File: src/rtl/sevseg_pkg.sv
// Shared constants and types for the seven-segment scan driver family.
package sevseg_pkg;

    localparam int unsigned NUM_DIGITS = 8;
    localparam int unsigned DIGIT_W    = 4;
    localparam int unsigned DISP_W     = NUM_DIGITS * DIGIT_W;
    localparam int unsigned SEL_W      = 4;

    // Out-of-range select code; the segment-control stage turns all anodes off.
    localparam logic [SEL_W-1:0] SEL_OFF = 4'b1000;

    typedef logic [2:0] digit_idx_t;
    typedef logic [DISP_W-1:0] disp_word_t;

    typedef enum logic {
        ST_IDLE = 1'b0,
        ST_SCAN = 1'b1
    } scan_state_t;

endpackage

File: src/rtl/sevseg_prescaler.sv
// Free-running divider: pcnt counts 0..DIV-1, tick is high while pcnt==DIV-1.
module sevseg_prescaler #(
    parameter int unsigned DIV = 100000,
    localparam int unsigned CW = (DIV > 1) ? $clog2(DIV) : 1
) (
    input  logic          clk,
    input  logic          rst,
    output logic          tick,
    output logic [CW-1:0] pcnt
);

    logic [CW-1:0] pcnt_nxt;

    always_comb begin
        pcnt_nxt = tick ? '0 : pcnt + CW'(1);
    end

    // tick is registered against the next count so it coincides with pcnt==DIV-1.
    always_ff @(posedge clk or negedge rst) begin
        if (!rst) begin
            pcnt <= '0;
            tick <= 1'b0;
        end else begin
            pcnt <= pcnt_nxt;
            tick <= (pcnt_nxt == CW'(DIV - 1));
        end
    end

endmodule

File: src/rtl/sevseg_scan_driver.sv
// Scan sequencer for an 8-digit display: digit index stepping, blanking,
// and a tear-free display buffer committed only at frame boundaries.
module sevseg_scan_driver
    import sevseg_pkg::*;
#(
    parameter int unsigned REFRESH_DIV  = 100000,
    parameter int unsigned BLANK_CYCLES = 8
) (
    input  logic                  clk,
    input  logic                  rst,
    input  logic                  load_valid,
    input  logic [DISP_W-1:0]     load_data,
    output logic                  load_ready,
    input  logic [NUM_DIGITS-1:0] digit_en,
    output logic [SEL_W-1:0]      LED_Select,
    output logic [DISP_W-1:0]     data_out,
    output logic                  frame_start
);

    localparam int unsigned PCW = $clog2(REFRESH_DIV);

    scan_state_t    state, state_nxt;
    logic           tick;
    logic [PCW-1:0] pcnt;
    digit_idx_t     idx;
    logic           pend, pend_nxt;
    disp_word_t     pend_data;
    logic           wrap_c, accept_c, commit_c, blank_c;
    logic [SEL_W-1:0] sel_c;

    sevseg_prescaler #(
        .DIV (REFRESH_DIV)
    ) u_prescaler (
        .clk  (clk),
        .rst  (rst),
        .tick (tick),
        .pcnt (pcnt)
    );

    always_ff @(posedge clk or negedge rst) begin
        if (!rst) state <= ST_IDLE;
        else      state <= state_nxt;
    end

    always_comb begin
        state_nxt = state;
        case (state)
            ST_IDLE: state_nxt = ST_SCAN;
            ST_SCAN: state_nxt = ST_SCAN;
        endcase
    end

    // Handshake and commit decode; accept and commit never coincide since ready == !pend.
    always_comb begin
        wrap_c   = tick && (idx == digit_idx_t'(NUM_DIGITS - 1));
        accept_c = load_valid && load_ready;
        commit_c = wrap_c && pend;
        pend_nxt = pend;
        if (commit_c) pend_nxt = 1'b0;
        if (accept_c) pend_nxt = 1'b1;
        blank_c  = (32'(pcnt) < BLANK_CYCLES);
        sel_c    = SEL_OFF;
        if ((state == ST_SCAN) && !blank_c && digit_en[idx]) sel_c = {1'b0, idx};
    end

    always_ff @(posedge clk or negedge rst) begin
        if (!rst) begin
            idx         <= '0;
            pend        <= 1'b0;
            pend_data   <= '0;
            data_out    <= '0;
            load_ready  <= 1'b1;
            frame_start <= 1'b0;
            LED_Select  <= SEL_OFF;
        end else begin
            if (tick) idx <= idx + digit_idx_t'(1);
            if (accept_c) pend_data <= load_data;
            if (commit_c) data_out <= pend_data;
            pend        <= pend_nxt;
            load_ready  <= !pend_nxt;
            frame_start <= wrap_c;
            LED_Select  <= sel_c;
        end
    end

endmodule

File: config.mk
export PLATFORM = sky130hd
export DESIGN_NAME = sevseg_scan_driver
export DESIGN_NICKNAME = d
export VERILOG_FILES = /design/src/rtl/sevseg_pkg.sv /design/src/rtl/sevseg_prescaler.sv /design/src/rtl/sevseg_scan_driver.sv
export SDC_FILE = /design/constraint.sdc
export NUM_CORES = 1
export LEC_CHECK = 0
export CAP_MARGIN = 30
export CELL_PAD_IN_SITES_DETAIL_PLACEMENT = 0
export CELL_PAD_IN_SITES_GLOBAL_PLACEMENT = 1
export CORE_UTILIZATION = 30
export DETAILED_ROUTE_END_ITERATION = 7
export PLACE_DENSITY = 0.64
export SLEW_MARGIN = 20
export SYNTH_ARGS = -nofsm -noshare
export SYNTH_HDL_FRONTEND = slang
export SYNTH_HIERARCHICAL = 1
export SYNTH_SLANG_ARGS = --single-unit
File: constraint.sdc
create_clock -name clk -period 1.9 [get_ports clk]
set_clock_uncertainty 0.15 [all_clocks]
set_input_delay 0.38 -clock clk [delete_from_list [all_inputs] [get_ports clk]]
set_output_delay 0.38 -clock clk [all_outputs]
set_load 0.02 [all_outputs]
==> results of run 1 <==
## logic make-up (layout without fill, tap and decap cells)
kind of cell             after synthesis  in the layout  synth area share
AO/OA/AOI/OAI                         15             15            0.0262
XOR/XNOR                              14             14            0.0314
adder cells (fa/ha/maj)                3              3           0.00960
buffers and inverters                 18            130            0.0202
flip-flops                            93             93             0.596
multiplexers                          69             69             0.206
other                                  1              1          0.000959
AND/OR/NAND/NOR                       79             79             0.110
## power breakdown
part / total (W) / switching, W / internal, W / leakage, nW
Combinational: 0.000145 / 0.0000559 / 0.0000891 / 1.20
Sequential: 0.00198 / 0.000000661 / 0.00198 / 1.27
Clock: 0.00179 / 0.000760 / 0.00103 / 0.140
## stage by stage
stage          power (W)  cells
6_report         0.00392    576
5_1_grt          0.00408    576
4_1_cts          0.00400    576
3_5_place_dp     0.00217    558
3_3_place_gp     0.00217    558
2_1_floorplan    0.00203    292
## what timing repair did
item	CTS	global route
endpoints found under the setup margin	4	6
endpoints found under the hold margin	23	0
hold buffers	1	0
gates resized for setup	2	7
setup buffers	1	0
cloned	0	0
pin swaps	0	0
## routing by layer
metal  routed length [um]  part of all wire  global-route usage
met1                 3780              0.47               0.160
met2                 3780              0.47               0.205
met3                  455             0.056              0.0400
met4                  105             0.013              0.0496
met5                    0                 0                   0
## worst max path at each step
stage / from / to / slack [ps]
after detailed placement: u_prescaler/pcnt[1] / u_prescaler/tick / -70
after CTS: u_prescaler/pcnt[2] / u_prescaler/pcnt[13] / 10
final: u_prescaler/pcnt[0] / u_prescaler/tick / 40
after floorplan: u_prescaler/pcnt[5] / u_prescaler/pcnt[13] / 3
after global placement: u_prescaler/pcnt[1] / u_prescaler/tick / -30
after global routing: u_prescaler/pcnt[0] / u_prescaler/tick / -40
## cell usage in the layout, fill, tap and decap left out, types with 2 or more instances in the layout
| cell | n |
|---|---|
| dfrtp_1 | 90 |
| clkdlybuf4s50_1 | 75 |
| mux2_2 | 65 |
| buf_4 | 24 |
| nor2_1 | 19 |
| nand2_1 | 14 |
| nand3_1 | 9 |
| clkbuf_16 | 9 |
| xnor2_1 | 8 |
| xor2_1 | 6 |
| nor4_1 | 5 |
| inv_1 | 5 |
| nor3_1 | 5 |
| buf_12 | 4 |
| or3_1 | 3 |
| o21ai_0 | 3 |
| nand4_1 | 3 |
| a21oi_1 | 3 |
| nor2b_1 | 3 |
| dfstp_2 | 2 |
| mux4_1 | 2 |
| and4_1 | 2 |
| nor4b_1 | 2 |
| ha_1 | 2 |
| clkinvlp_4 | 2 |
| inv_6 | 2 |
| dlygate4sd2_1 | 2 |
| dlymetal6s2s_1 | 2 |
| and3_1 | 2 |
| nand2b_1 | 2 |
| mux2i_1 | 2 |
| a31oi_1 | 2 |
## cell type report
type / count / area [um^2] / share of cell area
clock buffers: 10 / 229 / 0.0417
inverters: 5 / 18.8 / 0.00342
well taps: 172 / 215 / 0.0392
flip-flops and latches: 93 / 2330 / 0.425
multi-input cells: 181 / 1550 / 0.282
repair buffers: 109 / 1070 / 0.196
clock inverters: 6 / 71.3 / 0.0130
## state kept, by name, indices dropped and copies added, names as in the netlist
name and count:
state 1, pend 1, u_prescaler/pcnt 17, u_prescaler/tick 1, LED_Select 4, pend_data 32
data_out 32, idx 3, frame_start 1, load_ready 1
==> flow_metrics.tcl, run 1 <==
set metrics [dict create \
    coreArea_mm2 0.0127 \
    max_cap_violations 0 \
    period_minus_slack_ps 1860 \
    regToRegSetupSlack_ps 40 \
    start_kind "register" \
    worstRegToRegCells 7 \
    start_util 0.309 \
    status "finished clean" \
    ios 81 \
    fill_cells 1209 \
    final-max-slew-violation-count 0 \
    grt_overflow_total 0 \
    leakage_nw 2.61 \
    tns_ps 0 \
    ctsRootBufferMaster "clkbuf_16" \
    gp_congestion 0.782 \
    cp_slowest_cell "dfrtp_1" \
    cp-end-kind "register" \
    critical_path_buf_inv_count 1 \
    grt_util_all_layers 0.128 \
    ys_types 44 \
    crit_family "simple AND/OR/NAND/NOR gates" \
    num-nets-final 445 \
    cts_tree "built" \
    die_h_um 116 \
    place.port_buffers 80 \
    detail_route.wl_per_cell_um 14.1 \
    synth_most_common_cell "dfrtp_1" \
    yosysTopAreaCellShare 0.582 \
    antenna_cells 0 \
    synth_edf_count 0 \
    fp.dieW_um 116 \
    clk_latency_ps 340 \
    yosysSeqAreaShare 0.596 \
    yosys.area.top_type "dfrtp_1" \
    dp_hpwl_mm 5.63 \
    async_flop_share 1.00 \
    ir_drop_uv 307 \
    ys_top_cells_by_area "dfrtp_1, mux2_2, nor2_1" \
    ys_ff_latch 93 \
    setup_viol 0 \
    crit_type "reg2reg" \
    first_global_vias 2653 \
    setup_ws_ps 40.3 \
    hold_ws_ps 352 \
    max_freq_mhz 538 \
    cp.arrival_ps 1950 \
    synth_warnings 6 \
    synthCells 292 \
    syn_nets 338 \
    area_growth_pct 40.2 \
    min-delay-start "pend_data[17]" \
    antenna_found_initial 0 \
    reg2reg_to "u_prescaler/tick" \
    synth_common_cells "dfrtp_1, mux2_2, nor2_1" \
    crit_fanout 5 \
    r2r_start "u_prescaler/pcnt[0]" \
    row_count 41 \
    drc_errors 0 \
    path_cells "ha_4 -> nand4_1 -> buf_6 -> nor4_4 -> mux2i_1 -> a211oi_1 -> nor4_1" \
    syn_area_per_cell_um2 13.4 \
    clock_sinks 93 \
    vias 2623 \
    final-hold-violation-count 0 \
    dr.first_iter.drc_count 124 \
    fin_crit_sh 0.979 \
    rsz0062_at_grt "true" \
    die-area_mm2 0.0135 \
    drt-total-wl_mm 8.12 \
    syn_area_mm2 0.00391 \
    hold_class "reg2reg" \
    dp_slack_ps -69.5 \
    htreeDepth 3 \
    drive_gt1_frac 0.302 \
    synthFlopType "dfrtp_1" \
    dpl_cell_area_mm2 0.00514 \
    drtPass1Iterations 4 \
    final_antenna_net_count 0 \
    numCtsBuffers 9 \
    grt_max_degree 43 \
    fin_area_mm2 0.00549 \
    critPathRequiredTime_ps 1990 \
    power_density_mw_per_mm2 714 \
    finish.utilization 0.433 \
    path_clk_slew_ps 70 \
    cts_buffer_depth 2 \
    min_path_cells 1 \
    path_depth 7 \
    cpPeakStageDelay_ps 410 \
    grt_pass1_wl_mm 13.1 \
    via_per_inst 4.55 \
    holdPathEnd "data_out[17]" \
]
(Power assumes the default switching activity.)
==> run 2: changes to the inputs <==
SYNTH_HIERARCHICAL = default   (was 1)
==> run 2 against run 1 <==
Maximum frequency grew 0.25%; sequential share of layout area grew 0.13 points; wire length shrank 0.95%; total power grew 3.0%; clock power grew 7%; highest routed layer unchanged.
==> flow_metrics.tcl, run 2 <==
set metrics [dict create \
    final_common_cell "dfrtp_1" \
    tns_ps 0 \
    numCtsBuffers 9 \
    ys_ff_latch 93 \
    vias 2556 \
    yosysTopAreaCellShare 0.589 \
    critPathRequiredTime_ps 1370 \
    ys_types 41 \
    final_cell_count_no_fill 562 \
    rsz0062_at_grt "true" \
    final_cell_mix "dfrtp_1, clkdlybuf4s50_1, mux2_2, buf_4, nor2_1" \
    final_antenna_net_count 0 \
    num-nets-final 431 \
    grt_overflow_total 0 \
    p_switching_w 0.000802 \
    status "finished clean" \
    regToRegSetupSlack_ps 100 \
    leakage_nw 2.58 \
    max_cap_violations 0 \
    coreArea_mm2 0.0126 \
    drtPass1Iterations 4 \
    detail_route.wl_per_cell_um 14.3 \
    dp_hpwl_mm 5.46 \
    crit_start "data_out[11]" \
    placed_cells_incl_taps 542 \
    path_cells "clkdlybuf4s50_1" \
    r2r_start "idx[0]" \
    syn_area_mm2 0.00387 \
    cp.arrival_ps 1330 \
    grt_pass1_wl_mm 12.8 \
    fp.dieW_um 116 \
    hold_class "reg2reg" \
    setup_viol 0 \
    cp_slowest_cell "clkdlybuf4s50_1" \
    path_depth 1 \
    ios 81 \
    start_util 0.308 \
    power_density_mw_per_mm2 738 \
    place.port_buffers 80 \
    synth_most_common_cell "dfrtp_1" \
    max_freq_mhz 539 \
    path_clk_slew_ps 70 \
    syn_area_per_cell_um2 13.9 \
    reg_top3 "data_out: 32 flops, pend_data: 32 flops, u_prescaler.pcnt: 17 flops" \
    htreeDepth 3 \
    async_flop_share 1.00 \
    ir_drop_uv 290 \
    syn_nets 324 \
    yosysSeqAreaShare 0.603 \
    yosys.area.top_type "dfrtp_1" \
    clk_latency_ps 340 \
    synthCells 278 \
    crit_family "buffers and inverters" \
    cts_buffer_depth 2 \
    row_count 41 \
    crit_type "reg2out" \
    cpPeakStageDelay_ps 640 \
    fill_cells 1179 \
    min_path_cells 1 \
    fin_crit_sh 0.976 \
    dr.first_iter.drc_count 109 \
    clock_sinks 93 \
    period_minus_slack_ps 1860 \
    start_kind "register" \
    synth_edf_count 0 \
    setup_ws_ps 44.9 \
    gp_congestion 0.816 \
    via_per_inst 4.55 \
    critical_path_buf_inv_count 1 \
    drt-total-wl_mm 8.04 \
    area_growth_pct 41.5 \
    crit_path_end "data_out[11]" \
    internal-power_w 0.00323 \
    reg2reg_to "data_out[26]" \
    ctsRootBufferMaster "clkbuf_16" \
    crit_fanout 2 \
    dp_slack_ps -3.49 \
    first_global_vias 2654 \
    die_h_um 116 \
    drive_gt1_frac 0.321 \
    p_comb_frac 0.037 \
    netSwitchingFraction 0.199 \
    cp-end-kind "output pin" \
    grt_max_degree 34 \
    final-max-slew-violation-count 0 \
    grt_util_all_layers 0.126 \
    ys_top_cells_by_area "dfrtp_1, mux2_2, xor2_1" \
    cts_tree "built" \
    p_clk_frac 0.472 \
    worstRegToRegCells 7 \
    synth_warnings 0 \
    final-hold-violation-count 0 \
    drc_errors 0 \
    synthFlopType "dfrtp_1" \
    pwr-share-seq 0.491 \
    die-area_mm2 0.0133 \
    antenna_cells 0 \
    synth_common_cells "dfrtp_1, mux2_2, nor2_1" \
    antenna_found_initial 0 \
]
run 2: how the worst min path moves through the flow:
stage                          endpoint  slack [ps]                 from
CTS                 u_prescaler.pcnt[0]         340  u_prescaler.pcnt[0]
detailed placement         data_out[29]         200                  rst
finish              u_prescaler.pcnt[0]         340  u_prescaler.pcnt[0]
global route                data_out[3]         360          data_out[3]
floorplan                 LED_Select[0]         -70                  rst
global placement          pend_data[29]         200                  rst
run 2: through the flow:
stage / utilization / hold WS [ps] / power (W) / cell area, um^2
after floorplan: - / -65.6 / 0.00203 / 3870
after global placement: 0.401 / 198 / 0.00217 / 5040
after detailed placement: 0.401 / 200 / 0.00217 / 5040
after CTS: 0.427 / 343 / 0.00411 / 5370
after global routing: 0.435 / 363 / 0.00419 / 5470
final: 0.435 / 345 / 0.00404 / 5470
run 2: cell families after synthesis:
logic type	share of synthesized area
compound gates	0.0113
xor+xnor	0.0362
fa+ha+maj	0.00971
buf+inv	0.0246
flops	0.603
mux	0.206
other cells	0.000970
simple gates	0.108
run 2: routing by layer:
| layer | vias to the layer above | track usage | wire (um) |
|---|---|---|---|
| li1 | 1194 | - | - |
| met1 | 1283 | 0.155 | 3630 |
| met5 | - | 0 | 0 |
| met2 | 69 | 0.204 | 3840 |
| met3 | 10 | 0.0429 | 473 |
| met4 | 0 | 0.0468 | 98 |
run 2: final cells by class:
type | instances | area (um^2) | share of cell area
clock buffers | 11 | 233 | 0.0426
clock inverters | 5 | 83.8 | 0.0153
multi-input cells | 168 | 1470 | 0.269
well taps | 172 | 215 | 0.0394
inverters | 3 | 11.3 | 0.00206
repair buffers | 110 | 1120 | 0.205
flip-flops and latches | 93 | 2330 | 0.426
run 2: power by group through the flow:
stage / Sequential, W / Clock (W) / Combinational, W
final: 0.00198 / 0.00191 / 0.000149
after floorplan: 0.00202 / 0 / 0.00000628
after global placement: 0.00202 / 0 / 0.000151
after global routing: 0.00198 / 0.00205 / 0.000164
after CTS: 0.00198 / 0.00197 / 0.000154
after detailed placement: 0.00202 / 0 / 0.000152
run 2: timing repair:
action                                 4_1_cts  5_1_grt
gates cloned                                 0        3
setup buffers                                0        0
pin swaps                                    0        1
gates resized for setup                      2       11
setup endpoints to repair                    2       35
hold buffers                                 1        0
endpoints found under the hold margin       28        0
